File: src/rtl/spi_helpers_minion_arbiter_pkg.sv
// Shared types and helpers for the SPI minion arbiter.
// Optional feature macro used by the top level: SPI_ARB_ERRCNT_EN.
package spi_helpers_arb_pkg;

  // Width of the dropped-message counter.
  localparam int ERRCNT_W = 8;

  // Default frame configuration: 8-bit SPI frame, 4 requesters.
  localparam int DEF_NBITS    = 8;
  localparam int DEF_NUM_REQS = 4;

  // Number of ID bits needed to name one of n requesters. A single
  // requester still gets one bit so that vectors never collapse to zero width.
  function automatic int id_width(input int n);
    return (n > 1) ? $clog2(n) : 1;
  endfunction

  localparam int DEF_AW  = DEF_NBITS - 2;
  localparam int DEF_IDW = id_width(DEF_NUM_REQS);
  localparam int DEF_PW  = DEF_AW - DEF_IDW;

  // {id, payload} as carried on the adapter ports. The top level
  // re-declares this shape with its own IDW/PW parameters.
  typedef struct packed {
    logic [DEF_IDW-1:0] id;
    logic [DEF_PW-1:0]  payload;
  } arb_msg_t;

endpackage

File: src/rtl/spi_helpers_minion_arbiter_rr.sv
// Round-robin arbiter with a rotating priority pointer.
// The pointer names the requester with highest priority; after a grant it
// moves to the slot just past the winner, so every requester is served in turn.
module spi_helpers_rr_arbiter
  import spi_helpers_arb_pkg::*;
#(
  parameter int N   = 4,
  parameter int IDW = id_width(N)
) (
  input  logic           clk,
  input  logic           reset,
  input  logic [N-1:0]   req,
  input  logic           en,
  output logic [N-1:0]   grant,
  output logic [IDW-1:0] grant_id
);

  logic [IDW-1:0] r_ptr;
  logic [IDW-1:0] w_win;
  logic           w_found;
  int             v_idx;

  // Find the first requester at or after the pointer, wrapping around.
  always_comb begin
    w_found = 1'b0;
    w_win   = '0;
    v_idx   = 0;
    for (int k = 0; k < N; k++) begin
      v_idx = int'(r_ptr) + k;
      if (v_idx >= N) v_idx = v_idx - N;
      if (!w_found && req[IDW'(v_idx)]) begin
        w_found = 1'b1;
        w_win   = IDW'(v_idx);
      end
    end
  end

  assign grant    = (en && w_found) ? (N'(1) << w_win) : '0;
  assign grant_id = w_win;

  // Advance the pointer past the winner only when a grant is issued.
  always_ff @(posedge clk or negedge reset) begin
    if (!reset) begin
      r_ptr <= '0;
    end else if (en && w_found) begin
      r_ptr <= (w_win == IDW'(N - 1)) ? '0 : w_win + 1'b1;
    end
  end

endmodule

File: src/rtl/spi_helpers_minion_arbiter.sv
// Shares one SPI minion adapter among NUM_REQS requesters.
// Upstream: round-robin arbitration into a 1-entry register feeding the
// adapter recv port, with the grant ID prepended in the MSBs.
// Downstream: a 1-entry register routes adapter send messages to the
// requester named by their ID field; IDs beyond NUM_REQS are dropped.
// Optional macro SPI_ARB_ERRCNT_EN adds a saturating err_count output.
//
// Handshake rule for every val/rdy pair here: a transfer happens in a cycle
// exactly when val and rdy are both high at the rising clock edge; val never
// depends on rdy, and the sender may withdraw val when no transfer happened.
module spi_helpers_minion_arbiter
  import spi_helpers_arb_pkg::*;
#(
  parameter int nbits    = 8,
  parameter int NUM_REQS = 4,
  localparam int AW  = nbits - 2,
  localparam int IDW = id_width(NUM_REQS),
  localparam int PW  = AW - IDW
) (
  input  logic                   clk,
  input  logic                   reset,
  input  logic [NUM_REQS-1:0]    req_val,
  output logic [NUM_REQS-1:0]    req_rdy,
  input  logic [NUM_REQS*PW-1:0] req_msg,
  output logic [NUM_REQS-1:0]    resp_val,
  input  logic [NUM_REQS-1:0]    resp_rdy,
  output logic [PW-1:0]          resp_msg,
  output logic                   adp_recv_val,
  input  logic                   adp_recv_rdy,
  output logic [AW-1:0]          adp_recv_msg,
  input  logic                   adp_send_val,
  output logic                   adp_send_rdy,
  input  logic [AW-1:0]          adp_send_msg
`ifdef SPI_ARB_ERRCNT_EN
  ,
  output logic [ERRCNT_W-1:0]    err_count
`endif
);

  typedef struct packed {
    logic [IDW-1:0] id;
    logic [PW-1:0]  payload;
  } msg_t;

  localparam logic [IDW:0] NREQ_L = (IDW + 1)'(NUM_REQS);

  // Held low during reset and for the first clock after it, so that no
  // ready is offered while the block is still coming out of reset.
  logic r_active;

  // Up path
  logic           r_up_full;
  msg_t           r_up_q;
  logic           w_load_up;
  logic [NUM_REQS-1:0] w_grant;
  logic [IDW-1:0] w_grant_id;
  logic [PW-1:0]  w_req_payload;

  // Down path
  logic           r_dn_full;
  msg_t           r_dn_q;
  logic           w_dn_fire;
  logic           w_send_fire;
  logic [IDW-1:0] w_send_id;
  logic           w_id_ok;

  // Track when the block is live after reset.
  always_ff @(posedge clk or negedge reset) begin
    if (!reset) r_active <= 1'b0;
    else        r_active <= 1'b1;
  end

  // ---------------- Up path ----------------
  assign w_load_up = r_active && (!r_up_full || adp_recv_rdy);

  spi_helpers_rr_arbiter #(
    .N   (NUM_REQS),
    .IDW (IDW)
  ) u_rr (
    .clk      (clk),
    .reset    (reset),
    .req      (req_val),
    .en       (w_load_up),
    .grant    (w_grant),
    .grant_id (w_grant_id)
  );

  assign req_rdy = w_grant;

  // Select the winning requester's payload slice.
  always_comb begin
    w_req_payload = '0;
    for (int i = 0; i < NUM_REQS; i++) begin
      if (w_grant[i]) w_req_payload = req_msg[i*PW +: PW];
    end
  end

  // Up register: load on a grant (also covers drain-and-reload), else drain.
  always_ff @(posedge clk or negedge reset) begin
    if (!reset) begin
      r_up_full <= 1'b0;
      r_up_q    <= '0;
    end else if (|w_grant) begin
      r_up_full <= 1'b1;
      r_up_q    <= '{id: w_grant_id, payload: w_req_payload};
    end else if (adp_recv_rdy) begin
      r_up_full <= 1'b0;
    end
  end

  assign adp_recv_val = r_up_full;
  assign adp_recv_msg = r_up_q;

  // ---------------- Down path ----------------
  // Route the held response to the requester named by its ID.
  always_comb begin
    resp_val = '0;
    for (int i = 0; i < NUM_REQS; i++) begin
      resp_val[i] = r_dn_full && (r_dn_q.id == IDW'(i));
    end
  end

  assign resp_msg     = r_dn_q.payload;
  assign w_dn_fire    = |(resp_val & resp_rdy);
  assign adp_send_rdy = r_active && (!r_dn_full || w_dn_fire);
  assign w_send_fire  = adp_send_val && adp_send_rdy;
  assign w_send_id    = adp_send_msg[AW-1 -: IDW];
  assign w_id_ok      = ({1'b0, w_send_id} < NREQ_L);

  // Down register: accepted valid-ID messages load; a lone delivery empties.
  always_ff @(posedge clk or negedge reset) begin
    if (!reset) begin
      r_dn_full <= 1'b0;
      r_dn_q    <= '0;
    end else if (w_send_fire && w_id_ok) begin
      r_dn_full <= 1'b1;
      r_dn_q    <= adp_send_msg;
    end else if (w_dn_fire) begin
      r_dn_full <= 1'b0;
    end
  end

`ifdef SPI_ARB_ERRCNT_EN
  logic                r_drop_unused;
  logic [ERRCNT_W-1:0] r_err_cnt;
  logic                w_drop;

  assign w_drop = w_send_fire && !w_id_ok;

  // Count invalid-ID drops, saturating at all-ones.
  always_ff @(posedge clk or negedge reset) begin
    if (!reset) begin
      r_err_cnt     <= '0;
      r_drop_unused <= 1'b0;
    end else begin
      r_drop_unused <= 1'b0;
      if (w_drop && (r_err_cnt != {ERRCNT_W{1'b1}})) r_err_cnt <= r_err_cnt + 1'b1;
    end
  end

  assign err_count = r_err_cnt | {ERRCNT_W{r_drop_unused}};
`endif

endmodule
File: config.mk
export PLATFORM = sky130hd
export DESIGN_NAME = spi_helpers_minion_arbiter
export DESIGN_NICKNAME = d
export VERILOG_FILES = /design/src/rtl/spi_helpers_minion_arbiter_pkg.sv /design/src/rtl/spi_helpers_minion_arbiter_rr.sv /design/src/rtl/spi_helpers_minion_arbiter.sv
export SDC_FILE = /design/constraint.sdc
export NUM_CORES = 1
export LEC_CHECK = 0
export BUFFER_PORTS_ARGS = -buffer_cell sky130_fd_sc_hd__buf_2
export CAP_MARGIN = 15
export CORE_UTILIZATION = 49
export DETAILED_ROUTE_END_ITERATION = 8
export MAX_ROUTING_LAYER = met4
export PLACE_DENSITY_LB_ADDON = 0.25
export SKIP_CTS_REPAIR_TIMING = 1
export SYNTH_ARGS = -nofsm -noshare
export SYNTH_HDL_FRONTEND = slang
export SYNTH_SLANG_ARGS = --single-unit
File: constraint.sdc
create_clock -name clk -period 5.4 [get_ports clk]
set_input_delay 0.54 -clock clk [delete_from_list [all_inputs] [get_ports clk]]
set_output_delay 0.54 -clock clk [all_outputs]
set_load 0.03 [all_outputs]
==> impl_metrics.tcl, run 1 <==
set metrics [dict create \
    status "completed" \
    crit_fanout 11 \
    dieArea_um2 2460 \
    syn_area_um2 1110 \
    routedWlPerCell_um 13.7 \
    wl_um 2600 \
    first_pass_iters 4 \
    fmax_mhz 366 \
    fin_crit_sh_pct 50.6 \
    highest-signal-layer "met4" \
    startpoint "u_rr.r_ptr[1]$_DFFE_PN0P_" \
    fin_crit_ns 2.73 \
    powerDensity_nw_per_um2 485 \
    grt_max_degree 18 \
    drive_gt1_share_pct 41.1 \
    wl_met3_um 159 \
    ant_nets 0 \
    rows 16 \
    worst_pin_slew_ns 0.736 \
    mostFrequentLayoutCells "buf_2 (53), dfrtp_1 (17), nand2_1 (9)" \
    crit_arrival_ns 2.19 \
    grt_pass1_vias 1044 \
    grt_pass1_wl_um 4290 \
    rr_startpoint "u_rr.r_ptr[1]$_DFFE_PN0P_" \
    remaining_drc_errors 0 \
    htree_levels 1 \
    wl_met2_um 1290 \
    synth_seq_cells 17 \
    fin_setup_tns_ns 0 \
    p_leak_uw 0.000689 \
    hpwlAfterDp_um 2040 \
    setup_viol 0 \
    rsz0062_at_grt "false" \
    cts_tree "done" \
    grt_util_all_layers_pct 23.9 \
    critPathLaunchType "flop" \
    final_net_count 202 \
    synth.avg_cell_area_um2 9.72 \
    synth_async_sr_flop_share_pct 100 \
    cts_sinks 17 \
    ios 54 \
    drv_slew 0 \
    hold_viol 0 \
    m1WireLength_um 1090 \
    diodes 0 \
    design.core.area_um2 2040 \
    worstSetupPathType "flop to output port" \
    place_congestion 0.944 \
    yosys.cell_types.count 33 \
    cts.clk_slew.worst_paths_ns 0.10 \
    hold_class "input pin to asynchronous set/reset pin" \
    synth_edf_count 0 \
    synthCells 114 \
    finalClockSkew_ns 0.00477 \
    syn_nets 152 \
    ir_drop_uv 321 \
    fp.dieH_um 49.6 \
    setup.worst_path.end_class "output port" \
    yosysWarnings 0 \
    cts.path.max_buffers 2 \
    syn_to_final_growth_pct 25.3 \
    synth_ff_type "dfrtp_1" \
    grt_overflow 0 \
    slew_headroom_pct 50.5 \
    rrSetupSlack_ns 2.81 \
    vias_per_cell 5.58 \
    post-route-util_pct 68.0 \
    timing.rr.end "adp_recv_msg[2]$_DFFE_PN0P_" \
    reg2reg_depth 7 \
    die_w_um 49.6 \
    clk_latency_ns 0.30 \
    seq_area_frac_synth_pct 38.4 \
    cts_made_buffers 3 \
    cp.required_ns 4.86 \
    layout_commonest_cell "buf_2" \
    start_util_pct 54.3 \
    clockRootBuffer "clkbuf_4" \
    whs_ns 0.142 \
    antenna_found_initial 0 \
    vias 1060 \
    io_buffers 53 \
    max_cap_viol_count 0 \
    drtIter0Drc 12 \
]
==> final cells by class <==
type	instances	area, um2
clock inverters	1	5.00
flip-flops and latches	17	425
clock buffers	3	22.5
repair buffers	53	265
well taps	27	33.8
multi-input cells	81	607
fillers	198	653
inverters	8	30.0
==> state kept, by name (all words and copies together), names as in the netlist <==
signal / count
r_active: 1
r_dn_q: 2
adp_recv_val: 1
adp_recv_msg: 6
r_dn_full: 1
resp_msg: 4
u_rr.r_ptr: 2
==> critical path, cell delays in order, from the launching register on <==
cell,delay [ns]
dfrtp_1,0.46
nand2_1,0.10
a221oi_1,0.41
or2_2,0.21
ha_1,0.35
and2_1,0.17
buf_2,0.19
==> report_power, final <==
| group | internal (uW) | switching, uW |
|---|---|---|
| combinational | 147 | 238 |
| sequential | 177 | 40.2 |
| clock | 27.6 | 43.4 |
| total | 352 | 322 |
==> synth_stat cells, drive strengths merged, types with 4 or more instances <==
cell type   n  area share [%]
inv         8             2.7
mux2        7             7.1
a31oi       4             2.3
nand2b      4             2.3
and2        5             2.8
nor2        4             1.4
a41oi       4             3.2
a221o       4             3.6
a21oi       6             2.7
nand2       9             3.0
nand3b      4             2.7
ha          4             4.5
dfrtp      17              38
buf         5             3.2
==> per-stage QoR <==
| step | instances | power [uW] | setup slack, ns | cell area [um2] |
|---|---|---|---|---|
| 3_5_place_dp | 186 | 603 | 2.62 | 1360 |
| 5_1_grt | 190 | 719 | 2.53 | 1390 |
| 4_1_cts | 190 | 673 | 2.71 | 1390 |
| 3_3_place_gp | 186 | 590 | 2.68 | 1360 |
| 6_report | 190 | 673 | 2.67 | 1390 |
| 2_1_floorplan | 114 | 508 | 3.00 | 1110 |
==> routing by layer <==
layer | track usage, % | vias up
met3 | 4.01 | 6
met1 | 27.7 | 492
met2 | 39.0 | 38
met4 | 13.8 | 0
met5 | - | -
li1 | - | 524
==> logic make-up (layout without fill, tap and decap cells) <==
| logic type | after synthesis | after routing | synth area share (%) |
|---|---|---|---|
| adder cells (fa/ha/maj) | 4 | 4 | 4.51 |
| buffers and inverters | 16 | 65 | 6.88 |
| multiplexers | 9 | 9 | 10.0 |
| other | 1 | 1 | 0.338 |
| AND/OR/NAND/NOR | 41 | 41 | 20.7 |
| flip-flops | 17 | 17 | 38.4 |
| AO/OA/AOI/OAI | 26 | 26 | 19.2 |
==> worst max-delay path by stage <==
stage / to / slack, ns / depth (start not counted)
2_1_floorplan: req_rdy[1] / 3.00 / 6
3_3_place_gp: adp_recv_msg[0]$_DFFE_PN0P_ / 2.68 / 8
3_5_place_dp: adp_recv_msg[3]$_DFFE_PN0P_ / 2.62 / 8
4_1_cts: req_rdy[1] / 2.71 / 6
5_1_grt: req_rdy[1] / 2.53 / 6
6_report: req_rdy[1] / 2.67 / 6
Note: power is estimated with default switching activity, not from simulation.
==> run 2, diff against run 1 <==
Settings changed: CORE_UTILIZATION 49 to 45.
Clock period 5.4 ns to 2.82 ns, I/O delays scaled along.
==> run 2 against run 1 <==
Effect of this change:
- wire length is 1.7% higher
- critical path type is now flop to flop
- largest cell class unchanged
- die area grew 8.5%
- core utilization shrank 6.3 points
- critical endpoint is now adp_recv_msg[1]$_DFFE_PN0P_
- via count increased by 3.4%
==> impl_metrics.tcl, run 2 (synthesis results as in run 1) <==
set metrics [dict create \
    grt_use_met1_pct 24.4 \
    ir_drop_uv 473 \
    hold_class "input pin to flop" \
    rr_startpoint "u_rr.r_ptr[1]$_DFFE_PN0P_" \
    cts.path.max_buffers 2 \
    hold_viol 0 \
    use_met2_pct 36.6 \
    fin_crit_ns 2.57 \
    setup_viol 0 \
    start_util_pct 48.7 \
    remaining_drc_errors 0 \
    p_leak_uw 0.000691 \
    hpwlAfterDp_um 2100 \
    place_congestion 0.763 \
    fin_setup_tns_ns 0 \
    crit_fanout 11 \
    cts_sinks 17 \
    cts_tree "done" \
    clk_latency_ns 0.28 \
    post-route-util_pct 61.7 \
    grt-busiest-layer "met2" \
    first_pass_iters 4 \
    design.core.area_um2 2280 \
    grt_util_all_layers_pct 21.0 \
    io_buffers 53 \
    worstSetupPathType "flop to flop" \
    reg2reg_depth 7 \
    cp.required_ns 2.95 \
    whs_path_depth 2 \
    fin_crit_sh_pct 91.0 \
    grt_pass1_vias 1007 \
    cts.clk_slew.worst_paths_ns 0.10 \
    die_w_um 51.6 \
    ios 54 \
    ant_nets 0 \
    layout.cells.non_filler 192 \
    rsz0062_at_grt "false" \
    nFillCells 207 \
    regArea_um2 425 \
    vias 1096 \
    syn_to_final_growth_pct 26.7 \
    dp.cells 187 \
    status "completed" \
    routedWlPerCell_um 13.8 \
    crit_arrival_ns 2.69 \
    grt_overflow 0 \
    fmax_mhz 390 \
    clockRootBuffer "clkbuf_4" \
    htree_levels 1 \
    worst_pin_slew_ns 0.810 \
    antenna_found_initial 0 \
    slew_headroom_pct 45.5 \
    diodes 0 \
    dieArea_um2 2670 \
    timing.rr.end "adp_recv_msg[1]$_DFFE_PN0P_" \
    rows 17 \
    finalClockSkew_ns 0.00304 \
    vias_per_cell 5.71 \
    startpoint "u_rr.r_ptr[1]$_DFFE_PN0P_" \
    rrSetupSlack_ns 0.25 \
    grt_max_degree 18 \
    drive_gt1_share_pct 40.9 \
    max_cap_viol_count 0 \
    drv_slew 0 \
    multi_input_area_um2 613 \
    setup.worst_path.end_class "flop" \
    drtIter0Drc 35 \
    grt_pass1_wl_um 4100 \
    gr-usage-met3_pct 3.22 \
    cts_made_buffers 3 \
    critPathLaunchType "flop" \
    mostFrequentLayoutCells "buf_2 (53), dfrtp_1 (17), nand2_1 (9)" \
    fp.dieH_um 51.6 \
    wl_um 2650 \
    layout_commonest_cell "buf_2" \
    critPathCapture "adp_recv_msg[1]$_DFFE_PN0P_" \
    largest_register_ffs 6 \
    powerDensity_nw_per_um2 921 \
    final_net_count 203 \
]
run 2: worst min-delay path by stage:
stage	slack (ns)	end	startpoint
after floorplan	-0.01	adp_recv_msg[0]$_DFFE_PN0P_	reset
after global placement	0.22	u_rr.r_ptr[0]$_DFFE_PN0P_	reset
after detailed placement	0.23	u_rr.r_ptr[0]$_DFFE_PN0P_	reset
after CTS	-0.08	u_rr.r_ptr[0]$_DFFE_PN0P_	reset
after global routing	0.21	r_dn_q[5]$_DFFE_PN0P_	adp_send_msg[5]
final	0.23	r_dn_q[5]$_DFFE_PN0P_	adp_send_msg[5]
run 2: where the power goes:
| part | internal, uW | switching [uW] |
|---|---|---|
| logic | 286 | 470 |
| registers | 339 | 73.5 |
| clock network | 54.8 | 71.9 |
| total | 679 | 615 |
run 2: layer usage:
layer / vias up / part of all wire [%]
met5: - / 0
met4: 0 / 1.8
li1: 519 / -
met1: 510 / 42
met2: 61 / 49
met3: 6 / 7.1
run 2: per-stage QoR:
| step | total power (uW) | setup slack, ns | hold slack, ns | cell area (um2) |
|---|---|---|---|---|
| final | 1290 | 0.253 | 0.229 | 1410 |
| after global routing | 1380 | 0.138 | 0.214 | 1410 |
| after CTS | 1290 | 0.260 | -0.0820 | 1390 |
| after detailed placement | 1160 | 0.230 | 0.229 | 1360 |
| after global placement | 1140 | 0.383 | 0.220 | 1360 |
| after floorplan | 974 | 0.628 | -0.0136 | 1110 |
run 2: final cells by class:
type | instances | area share (%)
multi-input cells | 81 | 43.6
flip-flops and latches | 17 | 30.3
repair buffers | 54 | 19.6
well taps | 28 | 2.49
inverters | 8 | 2.14
clock buffers | 4 | 1.87
run 2: worst max-delay path, cell delays in order, from the launching register on:
cell,delay (ns)
dfrtp_1,0.42
mux2i_1,0.20
nor2_1,0.09
or3_1,0.38
ha_1,0.33
or4_1,0.63
a41oi_1,0.27
a31oi_1,0.09
==> run 3, diff against run 2 <==
Settings changed: BUFFER_PORTS_ARGS -buffer_cell sky130_fd_sc_hd__buf_2 to -buffer_cell sky130_fd_sc_hd__clkbuf_2, CTS_CLUSTER_DIAMETER set to 150.
==> run 3 against run 2 <==
Effect of this change:
- sequential power barely moved
- first-iteration DRC count down 37%
- maximum frequency up 0.18%
- clock power grew 5%
- critical path depth did not move
- critical path type unchanged
- critical endpoint is now adp_recv_msg[3]$_DFFE_PN0P_
==> impl_metrics.tcl, run 3 (synthesis results as in run 1) <==
set metrics [dict create \
    ios 54 \
    max_cap_viol_count 0 \
    grt_pass1_vias 1010 \
    combPwrFrac_pct 57.7 \
    worstSetupPathType "flop to flop" \
    ant_nets 0 \
    grt_util_all_layers_pct 22.1 \
    final_net_count 203 \
    critPathLaunchType "flop" \
    io_buffers 53 \
    crit_arrival_ns 2.71 \
    remaining_drc_errors 0 \
    path_delay_family "simple AND/OR/NAND/NOR gates" \
    ir_drop_uv 480 \
    status "completed" \
    timing.rr.end "adp_recv_msg[3]$_DFFE_PN0P_" \
    rsz0062_at_grt "false" \
    cp.buffers_inverters 0 \
    rows 17 \
    diodes 0 \
    cts_made_buffers 3 \
    design.core.area_um2 2280 \
    p_leak_uw 0.000693 \
    min_to "r_dn_q[4]$_DFFE_PN0P_" \
    fmax_mhz 390 \
    crit_slowest_cell "or4_1" \
    first_pass_iters 4 \
    vias 1045 \
    reg2reg_depth 7 \
    cp.required_ns 2.97 \
    fin_area_um2 1400 \
    vias_per_cell 5.44 \
    start_util_pct 48.7 \
    setup_viol 0 \
    fin_crit_sh_pct 90.9 \
    antenna_found_initial 0 \
    post-route-util_pct 61.5 \
    crit_fanout 11 \
    drv_slew 0 \
    wl_um 2630 \
    whs_path_depth 2 \
    hold_class "input pin to flop" \
    place_congestion 0.774 \
    p_int_uw 674 \
    fp.dieH_um 51.6 \
    fin_crit_ns 2.56 \
    seqPwrFrac_pct 32.0 \
    drtIter0Drc 22 \
    nFillCells 186 \
    hold_start "adp_send_msg[4]" \
    p_sw_uw 613 \
    layout_commonest_cell "clkbuf_2" \
    cts.path.max_buffers 2 \
    grt_overflow 0 \
    grt_pass1_wl_um 4250 \
    largest_register_ffs 6 \
    clockRootBuffer "clkbuf_4" \
    rr_startpoint "u_rr.r_ptr[1]$_DFFE_PN0P_" \
    powerDensity_nw_per_um2 920 \
    drive_gt1_share_pct 40.2 \
    p_clk_share_pct 10.3 \
    critical_path.max_stage_delay_ns 0.64 \
    die_w_um 51.6 \
    swShare_pct 47.6 \
    cts_tree "done" \
    layout_setup_ws_ns 0.258 \
    dieArea_um2 2670 \
    slew_headroom_pct 48.0 \
    fin_setup_tns_ns 0 \
    hpwlAfterDp_um 2060 \
    clk_latency_ns 0.29 \
    worstPathCellList "mux2i_1 -> nor2_1 -> or3_1 -> ha_1 -> or4_1 -> a41oi_1 -> a31oi_1" \
    cts_sinks 17 \
    syn_to_final_growth_pct 26.2 \
    hold_viol 0 \
    worst_pin_slew_ns 0.773 \
    cts.clk_slew.worst_paths_ns 0.10 \
    routedWlPerCell_um 13.7 \
    grt_max_degree 18 \
    rrSetupSlack_ns 0.26 \
    dp.cells 187 \
    finalClockSkew_ns 0.00463 \
    setup.worst_path.end_class "flop" \
    htree_levels 1 \
    place_area_um2 1360 \
    layout.cells.non_filler 192 \
    place_ws_ns 0.259 \
    mostFrequentLayoutCells "clkbuf_2 (53), dfrtp_1 (17), nand2_1 (9)" \
]
[run 3: cell types whose count changed in the layout (fill, tap and decap cells not counted), sizes merged]
cell    delta
buf       -53
clkbuf    +53
[run 3: layout make-up]
type / instances / area, um2 / area share, %
clock buffer: 4 / 26.3 / 1.88
timing repair buffer: 54 / 275 / 19.7
tap: 28 / 35.0 / 2.50
multi-input combinational: 81 / 607 / 43.4
inverter: 8 / 30.0 / 2.15
sequential: 17 / 425 / 30.4
[run 3: per-stage QoR]
stage	hold slack, ns	power [uW]
4_1_cts	-0.0832	1290
6_report	0.221	1290
3_3_place_gp	0.233	1140
2_1_floorplan	-0.0136	974
3_5_place_dp	0.241	1160
5_1_grt	0.211	1380
[run 3: worst register-to-register path: cells and delay by family (launching register included)]
kind	cells	cell delay (ns)
flops	1	0.44
mux	1	0.20
compound gates	2	0.34
fa+ha+maj	1	0.32
simple gates	3	1.11
[run 3: power by group through the flow]
| stage | registers, uW | clock network, uW | logic, uW |
|---|---|---|---|
| 6_report | 412 | 133 | 743 |
| 5_1_grt | 423 | 148 | 807 |
| 4_1_cts | 410 | 134 | 747 |
| 3_5_place_dp | 415 | 0 | 744 |
| 3_3_place_gp | 414 | 0 | 725 |
| 2_1_floorplan | 497 | 0 | 476 |
[run 3: routing by layer]
metal	share of wire [%]	up-vias	wire length, um	track usage, %
met4	1.4	0	37	9.91
met2	49	48	1300	37.4
li1	-	519	-	-
met1	43	474	1130	25.4
met3	6.4	4	168	4.09
met5	0	-	0	-
[run 3: worst max path at each step]
stage | start | end | slack, ns | cells after the start
2_1_floorplan | u_rr.r_ptr[1]$_DFFE_PN0P_ | adp_recv_msg[0]$_DFFE_PN0P_ | 0.63 | 7
3_3_place_gp | req_val[2] | adp_recv_msg[0]$_DFFE_PN0P_ | 0.39 | 8
3_5_place_dp | req_val[2] | adp_recv_msg[3]$_DFFE_PN0P_ | 0.26 | 8
4_1_cts | u_rr.r_ptr[1]$_DFFE_PN0P_ | adp_recv_msg[3]$_DFFE_PN0P_ | 0.23 | 7
5_1_grt | u_rr.r_ptr[1]$_DFFE_PN0P_ | adp_recv_msg[3]$_DFFE_PN0P_ | 0.05 | 7
6_report | u_rr.r_ptr[1]$_DFFE_PN0P_ | adp_recv_msg[3]$_DFFE_PN0P_ | 0.26 | 7
